==> config.mk <==
export PLATFORM = sky130hd
export DESIGN_NAME = ps2_host_tx
export DESIGN_NICKNAME = d
export VERILOG_FILES = /design/src/rtl/ps2_host_tx.sv
export SDC_FILE = /design/constraint.sdc
export NUM_CORES = 1
export LEC_CHECK = 0
export CORE_ASPECT_RATIO = 0.6
export CORE_MARGIN = 2
export CORE_UTILIZATION = 40
export DETAILED_ROUTE_END_ITERATION = 6
export GPL_ROUTABILITY_DRIVEN = 0
export PLACE_DENSITY = 0.61
export SLEW_MARGIN = 20
export SYNTH_ARGS = -nofsm -noshare
export SYNTH_HDL_FRONTEND = slang
export SYNTH_SLANG_ARGS = --single-unit
==> constraint.sdc <==
create_clock -name clk -period 2.4 [get_ports clk]
set_input_delay 0.48 -clock clk [delete_from_list [all_inputs] [get_ports clk]]
set_output_delay 0.48 -clock clk [all_outputs]
set_load 0.1 [all_outputs]
==> src/rtl/ps2_host_tx.sv <==
// PS/2 host-to-device transmitter: inhibits the bus, issues a request-to-send,
// clocks out one command byte with odd parity on device clock edges and checks the ACK.
module ps2_host_tx #(
  parameter int INHIBIT_CYCLES = 10000,
  parameter int TIMEOUT_CYCLES = 2000000
) (
  input  logic       clk,
  input  logic       rst,
  input  logic [7:0] data,
  input  logic       we,
  input  logic       ps2_clk_in,
  input  logic       ps2_data_in,
  output logic       ps2_clk_low,
  output logic       ps2_data_low,
  output logic       busy,
  output logic       done,
  output logic       ack_err
);

  localparam int IW = (INHIBIT_CYCLES > 1) ? $clog2(INHIBIT_CYCLES) : 1;
  localparam int TW = (TIMEOUT_CYCLES > 1) ? $clog2(TIMEOUT_CYCLES) : 1;
  localparam logic [IW-1:0] INH_LAST = IW'(INHIBIT_CYCLES - 1);
  localparam logic [IW-1:0] INH_PRE  = IW'(INHIBIT_CYCLES - 2);
  localparam logic [TW-1:0] TMO_LAST = TW'(TIMEOUT_CYCLES - 1);

  typedef enum logic [2:0] {
    S_IDLE,
    S_INHIBIT,
    S_REQ,
    S_SHIFT,
    S_ACK,
    S_WAIT_IDLE
  } state_t;

  state_t        state;
  logic [9:0]    frame;
  logic [3:0]    bit_cnt;
  logic [IW-1:0] inh_cnt;
  logic [TW-1:0] tmo_cnt;

  logic [1:0] clk_sync;
  logic [1:0] data_sync;
  logic       clk_prev;
  logic       clk_fall;
  logic       in_window;

  // Synchronizers reset to the idle-high bus level so reset never fakes an edge.
  always_ff @(posedge clk or posedge rst) begin
    if (rst) begin
      clk_sync  <= 2'b11;
      data_sync <= 2'b11;
      clk_prev  <= 1'b1;
    end else begin
      clk_sync  <= {clk_sync[0], ps2_clk_in};
      data_sync <= {data_sync[0], ps2_data_in};
      clk_prev  <= clk_sync[1];
    end
  end

  assign clk_fall  = clk_prev & ~clk_sync[1];
  assign in_window = (state == S_REQ) || (state == S_SHIFT) ||
                     (state == S_ACK) || (state == S_WAIT_IDLE);

  always_ff @(posedge clk or posedge rst) begin
    if (rst) begin
      state        <= S_IDLE;
      frame        <= '0;
      bit_cnt      <= '0;
      inh_cnt      <= '0;
      tmo_cnt      <= '0;
      ps2_clk_low  <= 1'b0;
      ps2_data_low <= 1'b0;
      busy         <= 1'b0;
      done         <= 1'b0;
      ack_err      <= 1'b0;
    end else begin
      done <= 1'b0;
      if (in_window && tmo_cnt == TMO_LAST) begin
        // Device stalled somewhere after the request: abandon the frame.
        ps2_clk_low  <= 1'b0;
        ps2_data_low <= 1'b0;
        ack_err      <= 1'b1;
        done         <= 1'b1;
        busy         <= 1'b0;
        state        <= S_IDLE;
      end else begin
        if (in_window) tmo_cnt <= tmo_cnt + 1'b1;
        case (state)
          S_IDLE: begin
            if (we) begin
              frame        <= {1'b1, ~^data, data};
              ack_err      <= 1'b0;
              busy         <= 1'b1;
              ps2_clk_low  <= 1'b1;
              ps2_data_low <= (INHIBIT_CYCLES == 1);
              inh_cnt      <= '0;
              state        <= S_INHIBIT;
            end
          end
          S_INHIBIT: begin
            if (inh_cnt == INH_LAST) begin
              ps2_clk_low <= 1'b0;
              tmo_cnt     <= '0;
              state       <= S_REQ;
            end else begin
              inh_cnt <= inh_cnt + 1'b1;
              // Start bit joins the final inhibit cycle.
              if (inh_cnt == INH_PRE) ps2_data_low <= 1'b1;
            end
          end
          S_REQ: begin
            bit_cnt <= '0;
            state   <= S_SHIFT;
          end
          S_SHIFT: begin
            if (clk_fall) begin
              ps2_data_low <= ~frame[0];
              frame        <= {1'b1, frame[9:1]};
              bit_cnt      <= bit_cnt + 1'b1;
              if (bit_cnt == 4'd9) state <= S_ACK;
            end
          end
          S_ACK: begin
            if (clk_fall) begin
              ack_err <= data_sync[1];
              state   <= S_WAIT_IDLE;
            end
          end
          S_WAIT_IDLE: begin
            if (clk_sync[1] && data_sync[1]) begin
              done  <= 1'b1;
              busy  <= 1'b0;
              state <= S_IDLE;
            end
          end
          default: state <= S_IDLE;
        endcase
      end
    end
  end

endmodule

==> results.sh, run 1 <==
export IMPL_synth_ff_type="dfrtp_1"
export IMPL_max_freq_mhz=483
export IMPL_ys_seq_elements=62
export IMPL_drt_total_wl_mm=6.90
export IMPL_io_buffers=17
export IMPL_drc=0
export IMPL_cts_buffer_depth=2
export IMPL_grt_max_degree=63
export IMPL_p_leak_nw=1.70
export IMPL_die_area_um2=9040
export IMPL_root_buffer="clkbuf_16"
export IMPL_final_nets=397
export IMPL_whs_path_depth=0
export IMPL_cts_tree="done"
export IMPL_drt_iter0_markers=244
export IMPL_fillerInstances=747
export IMPL_ys_warn_count=0
export IMPL_antenna_cells=0
export IMPL_grt_pass1_wl_mm=12.0
export IMPL_routedWlPerCell_um=14.0
export IMPL_tns_ns=0
export IMPL_irDropWorstVdd_mv=0.432
export IMPL_max_slew_margin_pct=60.5
export IMPL_regArea_um2=1560
export IMPL_multi_input_area_um2=1670
export IMPL_syn_area_per_cell_um2=9.51
export IMPL_clkSinkCount=62
export IMPL_firstDrtPassIters=5
export IMPL_fin_skew_ns=0.00584
export IMPL_seq_area_frac_synth_pct=47.1
export IMPL_timing_final_max_slew_violations=0
export IMPL_synthToLayoutAreaGrowth_pct=20.8
export IMPL_synthDistinctLibCells=50
export IMPL_r2r_cells=5
export IMPL_arrival_ns=2.29
export IMPL_cts_setup_buffers=0
export IMPL_via_per_inst=5.17
export IMPL_tightest_slew_ns=0.588
export IMPL_fin_util_pct=50.3
export IMPL_numCtsBuffers=9
export IMPL_die_x_um=121
export IMPL_hpwl_mm=4.83
export IMPL_worstSetupEndpointType="flip-flop"
export IMPL_setup_viol=0
export IMPL_fin_crit_sh_pct=86.2
export IMPL_antenna_found_initial=0
export IMPL_syn_cell_area_um2=3310
export IMPL_clk_latency_ns=0.33
export IMPL_post_dp_cell_area_um2=3680
export IMPL_grt_overflow_total=0
export IMPL_stdcell_area_um2=4000
export IMPL_fp_row_count=25
export IMPL_holdPathEnd="data_sync[1]$_DFF_PP1_"
export IMPL_fin_crit_ns=2.07
export IMPL_rr_startpoint="inh_cnt[5]$_DFFE_PP0P_"
export IMPL_power_density_nw_per_um2=760
export IMPL_layoutNonFillerInstCount=492
export IMPL_coreArea_um2=7950
export IMPL_placed_cells=476
export IMPL_critPathKind="flip-flop to flip-flop"
export IMPL_die_h_um=74.5
export IMPL_postCtsResizedCells=0
export IMPL_start_util_pct=41.7
export IMPL_critPathLaunchType="flip-flop"
export IMPL_max_cap_viol_count=0
export IMPL_reg2reg_slack_ns=0.33
export IMPL_crit_required_ns=2.62
export IMPL_io_pins=18
export IMPL_grt_pass1_vias=2442
export IMPL_rsz0062_at_grt="no"
export IMPL_path_clk_slew_ns=0.05
export IMPL_status="completed"
export IMPL_reg2reg_to="state[0]$_DFFE_PP0P_"
export IMPL_drive_gt1_share_pct=13.8
export IMPL_routed_via_count=2543
export IMPL_worstPathMaxFanout=7
export IMPL_syn_nets=366
export IMPL_async_flop_share_pct=100
export IMPL_ctsHoldBuffers=0
export IMPL_track_usage_pct=17.4
export IMPL_htree_levels=3
export IMPL_hp_start="data_sync[0]$_DFF_PP1_"
export IMPL_synth_cells=348
export IMPL_finalHoldViolations=0
export IMPL_ant_nets=0
export IMPL_hold_path_class="flip-flop to flip-flop"
export IMPL_synth_edf_count=0
cell usage in the layout (no fill, tap or decap), drive strengths merged, types with 2 or more instances in the layout:
cell type and count:
a21oi 7, a31o 2, and2 5, and3 5, and4 2, buf 21, bufinv 2, clkbuf 10
clkdlybuf4s50 12, clkinv 3, dfrtp 57, dfstp 5, ha 5, inv 8, mux2i 12, nand2 31
nand2b 2, nand3 21, nand4 11, nand4b 2, nor2 48, nor2b 4, nor3 10, nor3b 2
nor4 6, nor4b 2, nor4bb 3, o2111ai 3, o211ai 3, o21ai 20, o31ai 2, or3 2
or4b 4, xnor2 24, xor2 15
critical path, cell delays in order, from the launching register on:
cell      delay [ns]
dfrtp_1         0.42
or4b_4          0.56
or4_4           0.59
o211ai_2        0.10
o21ai_1         0.09
a32o_1          0.21
metrics by stage:
step	hold WS, ns	power, mW	worst slack (ns)
5_1_grt	0.358	3.19	0.142
6_report	0.349	3.04	0.330
2_1_floorplan	0.345	1.54	0.363
3_3_place_gp	0.346	1.67	0.280
3_5_place_dp	0.347	1.68	0.264
4_1_cts	0.352	3.07	0.333
worst max path at each step:
stage	startpoint	endpoint	slack, ns	cells past startpoint
finish	inh_cnt[5]$_DFFE_PP0P_	state[0]$_DFFE_PP0P_	0.33	5
global route	tmo_cnt[6]$_DFFE_PP0N_	bit_cnt[3]$_DFFE_PP0P_	0.14	6
CTS	inh_cnt[5]$_DFFE_PP0P_	state[0]$_DFFE_PP0P_	0.33	5
detailed placement	we	frame[3]$_DFFE_PP0P_	0.26	6
global placement	we	frame[4]$_DFFE_PP0P_	0.28	7
floorplan	inh_cnt[5]$_DFFE_PP0P_	state[0]$_DFFE_PP0P_	0.36	6
cell families after synthesis:
logic type                 count (synthesis)  share of synthesized area (%)
and+or+nand+nor                          163                           25.3
DFF                                       62                           47.1
AOI/OAI and AO/OA                         45                           8.73
xor gates and xnor gates                  39                           10.3
buffers and inverters                     21                           2.68
muxes                                     13                           3.97
adders and majority gates                  5                           1.89
cell usage after synthesis (all sizes together) (2+ instances only):
cell | instances | area [um^2]
inv | 8 | 30.0
o21ai | 20 | 100
nand2 | 31 | 116
mux2i | 12 | 120
nor4b | 2 | 17.5
nand4 | 11 | 68.8
nor2b | 4 | 25.0
or3 | 2 | 12.5
dfrtp | 57 | 1430
and3 | 5 | 31.3
nor4bb | 3 | 30.0
a31o | 2 | 17.5
dfstp | 5 | 131
nor3b | 2 | 15.0
nor4 | 6 | 37.5
o2111ai | 3 | 26.3
xnor2 | 24 | 210
nand2b | 2 | 12.5
buf | 4 | 25.0
and2 | 5 | 31.3
or4b | 4 | 43.8
and4 | 2 | 17.5
o211ai | 3 | 27.5
xor2 | 15 | 131
nand3 | 21 | 105
ha | 5 | 62.6
nand4b | 2 | 17.5
o31ai | 2 | 15.0
a21oi | 7 | 35.0
nor3 | 10 | 50.1
nor2 | 48 | 180
clkbuf | 9 | 33.8
cell type report:
| type | instances | area share, % |
|---|---|---|
| Sequential cell | 62 | 39.0 |
| Clock buffer | 10 | 5.73 |
| Inverter | 8 | 0.751 |
| Timing Repair Buffer | 33 | 7.26 |
| Tap cell | 108 | 3.38 |
| Multi-Input combinational cell | 265 | 41.8 |
| Clock inverter | 6 | 2.16 |
sequential cells by signal, indices dropped and copies added, names as in the netlist:
register      flops
ack_err           1
bit_cnt           4
busy              1
clk_prev          1
clk_sync          2
data_sync         2
done              1
frame            10
inh_cnt          14
ps2_clk_low       1
ps2_data_low      1
state             3
tmo_cnt          21
report_power, final:
group          switching (mW)  total, mW  internal, mW
Clock                   0.464       1.37         0.906
Combinational           0.225      0.404         0.179
Sequential              0.103       1.26          1.16
Total                   0.792       3.04          2.24
layer usage:
metal / part of all wire (%) / GRT usage, %
met5: 0 / 0
met1: 56 / 25.9
met4: 0.75 / 7.28
met3: 3.9 / 5.06
met2: 39 / 23.5
(Power assumes the default switching activity.)
==> inputs of run 2 (changes only) <==
--- a/config.mk
+++ b/config.mk
@@ -10,7 +10,7 @@
 export CORE_UTILIZATION = 40
 export DETAILED_ROUTE_END_ITERATION = 6
 export GPL_ROUTABILITY_DRIVEN = 0
-export PLACE_DENSITY = 0.61
+export PLACE_DENSITY_LB_ADDON = 0.15
 export SLEW_MARGIN = 20
 export SYNTH_ARGS = -nofsm -noshare
 export SYNTH_HDL_FRONTEND = slang
==> run 2 against run 1 <==
Against the previous run:
- count of clock-buffer cells in the layout up 1
- largest cell class unchanged
- total power up 5.1%
- core utilization up 0.25 points
- critical path depth up 1
- cell count down 0.61%
==> results.sh, run 2 (synthesis results as in run 1) <==
export IMPL_routed_via_count=2548
export IMPL_rsz0062_at_grt="no"
export IMPL_drt_iter0_markers=169
export IMPL_track_usage_pct=17.7
export IMPL_grt_pass1_vias=2388
export IMPL_crit_required_ns=2.60
export IMPL_status="completed"
export IMPL_setup_viol=0
export IMPL_multi_input_area_um2=1670
export IMPL_max_freq_mhz=475
export IMPL_final_common_cell="dfrtp_1"
export IMPL_clkPwrFrac_pct=48.1
export IMPL_swShare_pct=24.7
export IMPL_root_buffer="clkbuf_16"
export IMPL_clkSinkCount=62
export IMPL_cts_tree="done"
export IMPL_grt_pass1_wl_mm=12.0
export IMPL_arrival_ns=2.31
export IMPL_hold_path_class="flip-flop to flip-flop"
export IMPL_die_x_um=121
export IMPL_drc=0
export IMPL_coreArea_um2=7950
export IMPL_p_switching_mw=0.788
export IMPL_p_leak_nw=1.70
export IMPL_cts_buffer_depth=2
export IMPL_fin_crit_ns=2.11
export IMPL_via_per_inst=5.21
export IMPL_crit_chain="nor4bb_1 -> nand4_1 -> buf_4 -> o21ai_0 -> mux2i_1 -> nor2_1"
export IMPL_regMostFlops="tmo_cnt"
export IMPL_p_comb_share_pct=12.3
export IMPL_fin_crit_sh_pct=87.8
export IMPL_slowest_stage="o21ai_0"
export IMPL_firstDrtPassIters=5
export IMPL_rr_startpoint="tmo_cnt[11]$_DFFE_PP0N_"
export IMPL_regArea_um2=1560
export IMPL_antenna_found_initial=0
export IMPL_postCtsResizedCells=0
export IMPL_io_buffers=17
export IMPL_tns_ns=0
export IMPL_die_h_um=74.5
export IMPL_worstSetupEndpointType="flip-flop"
export IMPL_r2r_cells=6
export IMPL_tightest_slew_ns=0.691
export IMPL_fin_skew_ns=0.00721
export IMPL_fp_row_count=25
export IMPL_grt_overflow_total=0
export IMPL_critPathKind="flip-flop to flip-flop"
export IMPL_irDropWorstVdd_mv=0.648
export IMPL_final_nets=394
export IMPL_ctsHoldBuffers=0
export IMPL_drive_gt1_share_pct=13.4
export IMPL_cts_setup_buffers=0
export IMPL_max_cap_viol_count=0
export IMPL_clk_latency_ns=0.33
export IMPL_post_dp_cell_area_um2=3660
export IMPL_finalHoldViolations=0
export IMPL_timing_final_max_slew_violations=0
export IMPL_largest_register_ff_count=21
export IMPL_numCtsBuffers=9
export IMPL_reg_top3="tmo_cnt (21), inh_cnt (14), frame (10)"
export IMPL_whs_path_depth=0
export IMPL_seqPwrFrac_pct=39.6
export IMPL_ant_nets=0
export IMPL_hp_start="data_sync[0]$_DFF_PP1_"
export IMPL_fillerInstances=758
export IMPL_p_total_mw=3.19
export IMPL_reg2reg_slack_ns=0.29
export IMPL_final_cell_mix="dfrtp_1, nor2_1, nand2_1"
export IMPL_pre_cts_slack_ns=0.261
export IMPL_synthToLayoutAreaGrowth_pct=21.4
export IMPL_htree_levels=3
export IMPL_stdcell_area_um2=4020
export IMPL_critPathLaunch="tmo_cnt[11]$_DFFE_PP0N_"
export IMPL_start_util_pct=41.7
export IMPL_critPathLaunchType="flip-flop"
export IMPL_critPathMaxStageDelay_ns=0.45
export IMPL_power_density_nw_per_um2=794
export IMPL_internal_power_mw=2.40
export IMPL_path_clk_slew_ns=0.06
export IMPL_die_area_um2=9040
export IMPL_worst_slack_ns=0.293
export IMPL_hpwl_mm=4.97
export IMPL_antenna_cells=0
export IMPL_worstPathMaxFanout=7
export IMPL_io_pins=18
export IMPL_drt_total_wl_mm=7.02
export IMPL_max_slew_margin_pct=53.6
export IMPL_grt_max_degree=63
export IMPL_routedWlPerCell_um=14.4
==> run 2: area by class of cell <==
type                       instances  share of cell area, %
clock buffer                      11                   6.29
clock inverter                     5                   2.62
inverter                           8                  0.747
multi-input combinational        265                   41.5
sequential                        62                   38.8
tap                              108                   3.36
timing repair buffer              30                   6.66
==> run 2: routing by layer <==
| metal | global-route usage (%) | wire [um] | part of all wire [%] |
|---|---|---|---|
| met1 | 27.4 | 3990 | 57 |
| met2 | 22.7 | 2640 | 38 |
| met3 | 5.67 | 344 | 4.9 |
| met4 | 6.13 | 44 | 0.63 |
| met5 | 0 | 0 | 0 |
==> run 2: through the flow <==
stage | std cells | util [%] | hold slack [ns]
6_report | 489 | 50.6 | 0.355
5_1_grt | 489 | 50.6 | 0.359
4_1_cts | 489 | 50.6 | 0.356
3_5_place_dp | 473 | 46.1 | 0.348
3_3_place_gp | 473 | 46.1 | 0.346
2_1_floorplan | 348 | - | 0.345
==> run 2: worst max-delay path, delay by kind of cell, from the launching register on <==
family | cells | cell delay, ns
AOI/OAI and AO/OA | 1 | 0.45
muxes | 1 | 0.24
and+or+nand+nor | 3 | 0.62
DFF | 1 | 0.44
buffers and inverters | 1 | 0.22
==> run 2: power groups by stage <==
stage | clock network (mW) | logic, mW | registers, mW
floorplan | 0 | 0.305 | 1.24
global placement | 0 | 0.389 | 1.28
detailed placement | 0 | 0.399 | 1.28
CTS | 1.57 | 0.397 | 1.26
global route | 1.62 | 0.456 | 1.28
finish | 1.53 | 0.394 | 1.26
==> run 2: worst paths after layout <==
| kind | end |
|---|---|
| max | tmo_cnt[1]$_DFFE_PP0N_ |
| min | data_sync[1]$_DFF_PP1_ |
| max reg2reg | tmo_cnt[1]$_DFFE_PP0N_ |
| min reg2reg | data_sync[1]$_DFF_PP1_ |
| max in group asynchronous | data_sync[0]$_DFF_PP1_ |
| min in group asynchronous | frame[5]$_DFFE_PP0P_ |
==> inputs of run 3 (changes only) <==
--- a/config.mk
+++ b/config.mk
@@ -11,6 +11,7 @@
 export DETAILED_ROUTE_END_ITERATION = 6
 export GPL_ROUTABILITY_DRIVEN = 0
 export PLACE_DENSITY_LB_ADDON = 0.15
+export SKIP_LAST_GASP = 1
 export SLEW_MARGIN = 20
 export SYNTH_ARGS = -nofsm -noshare
 export SYNTH_HDL_FRONTEND = slang
==> results of run 3 <==
No change in the layout: final DEF, timing and power equal those of run 2.
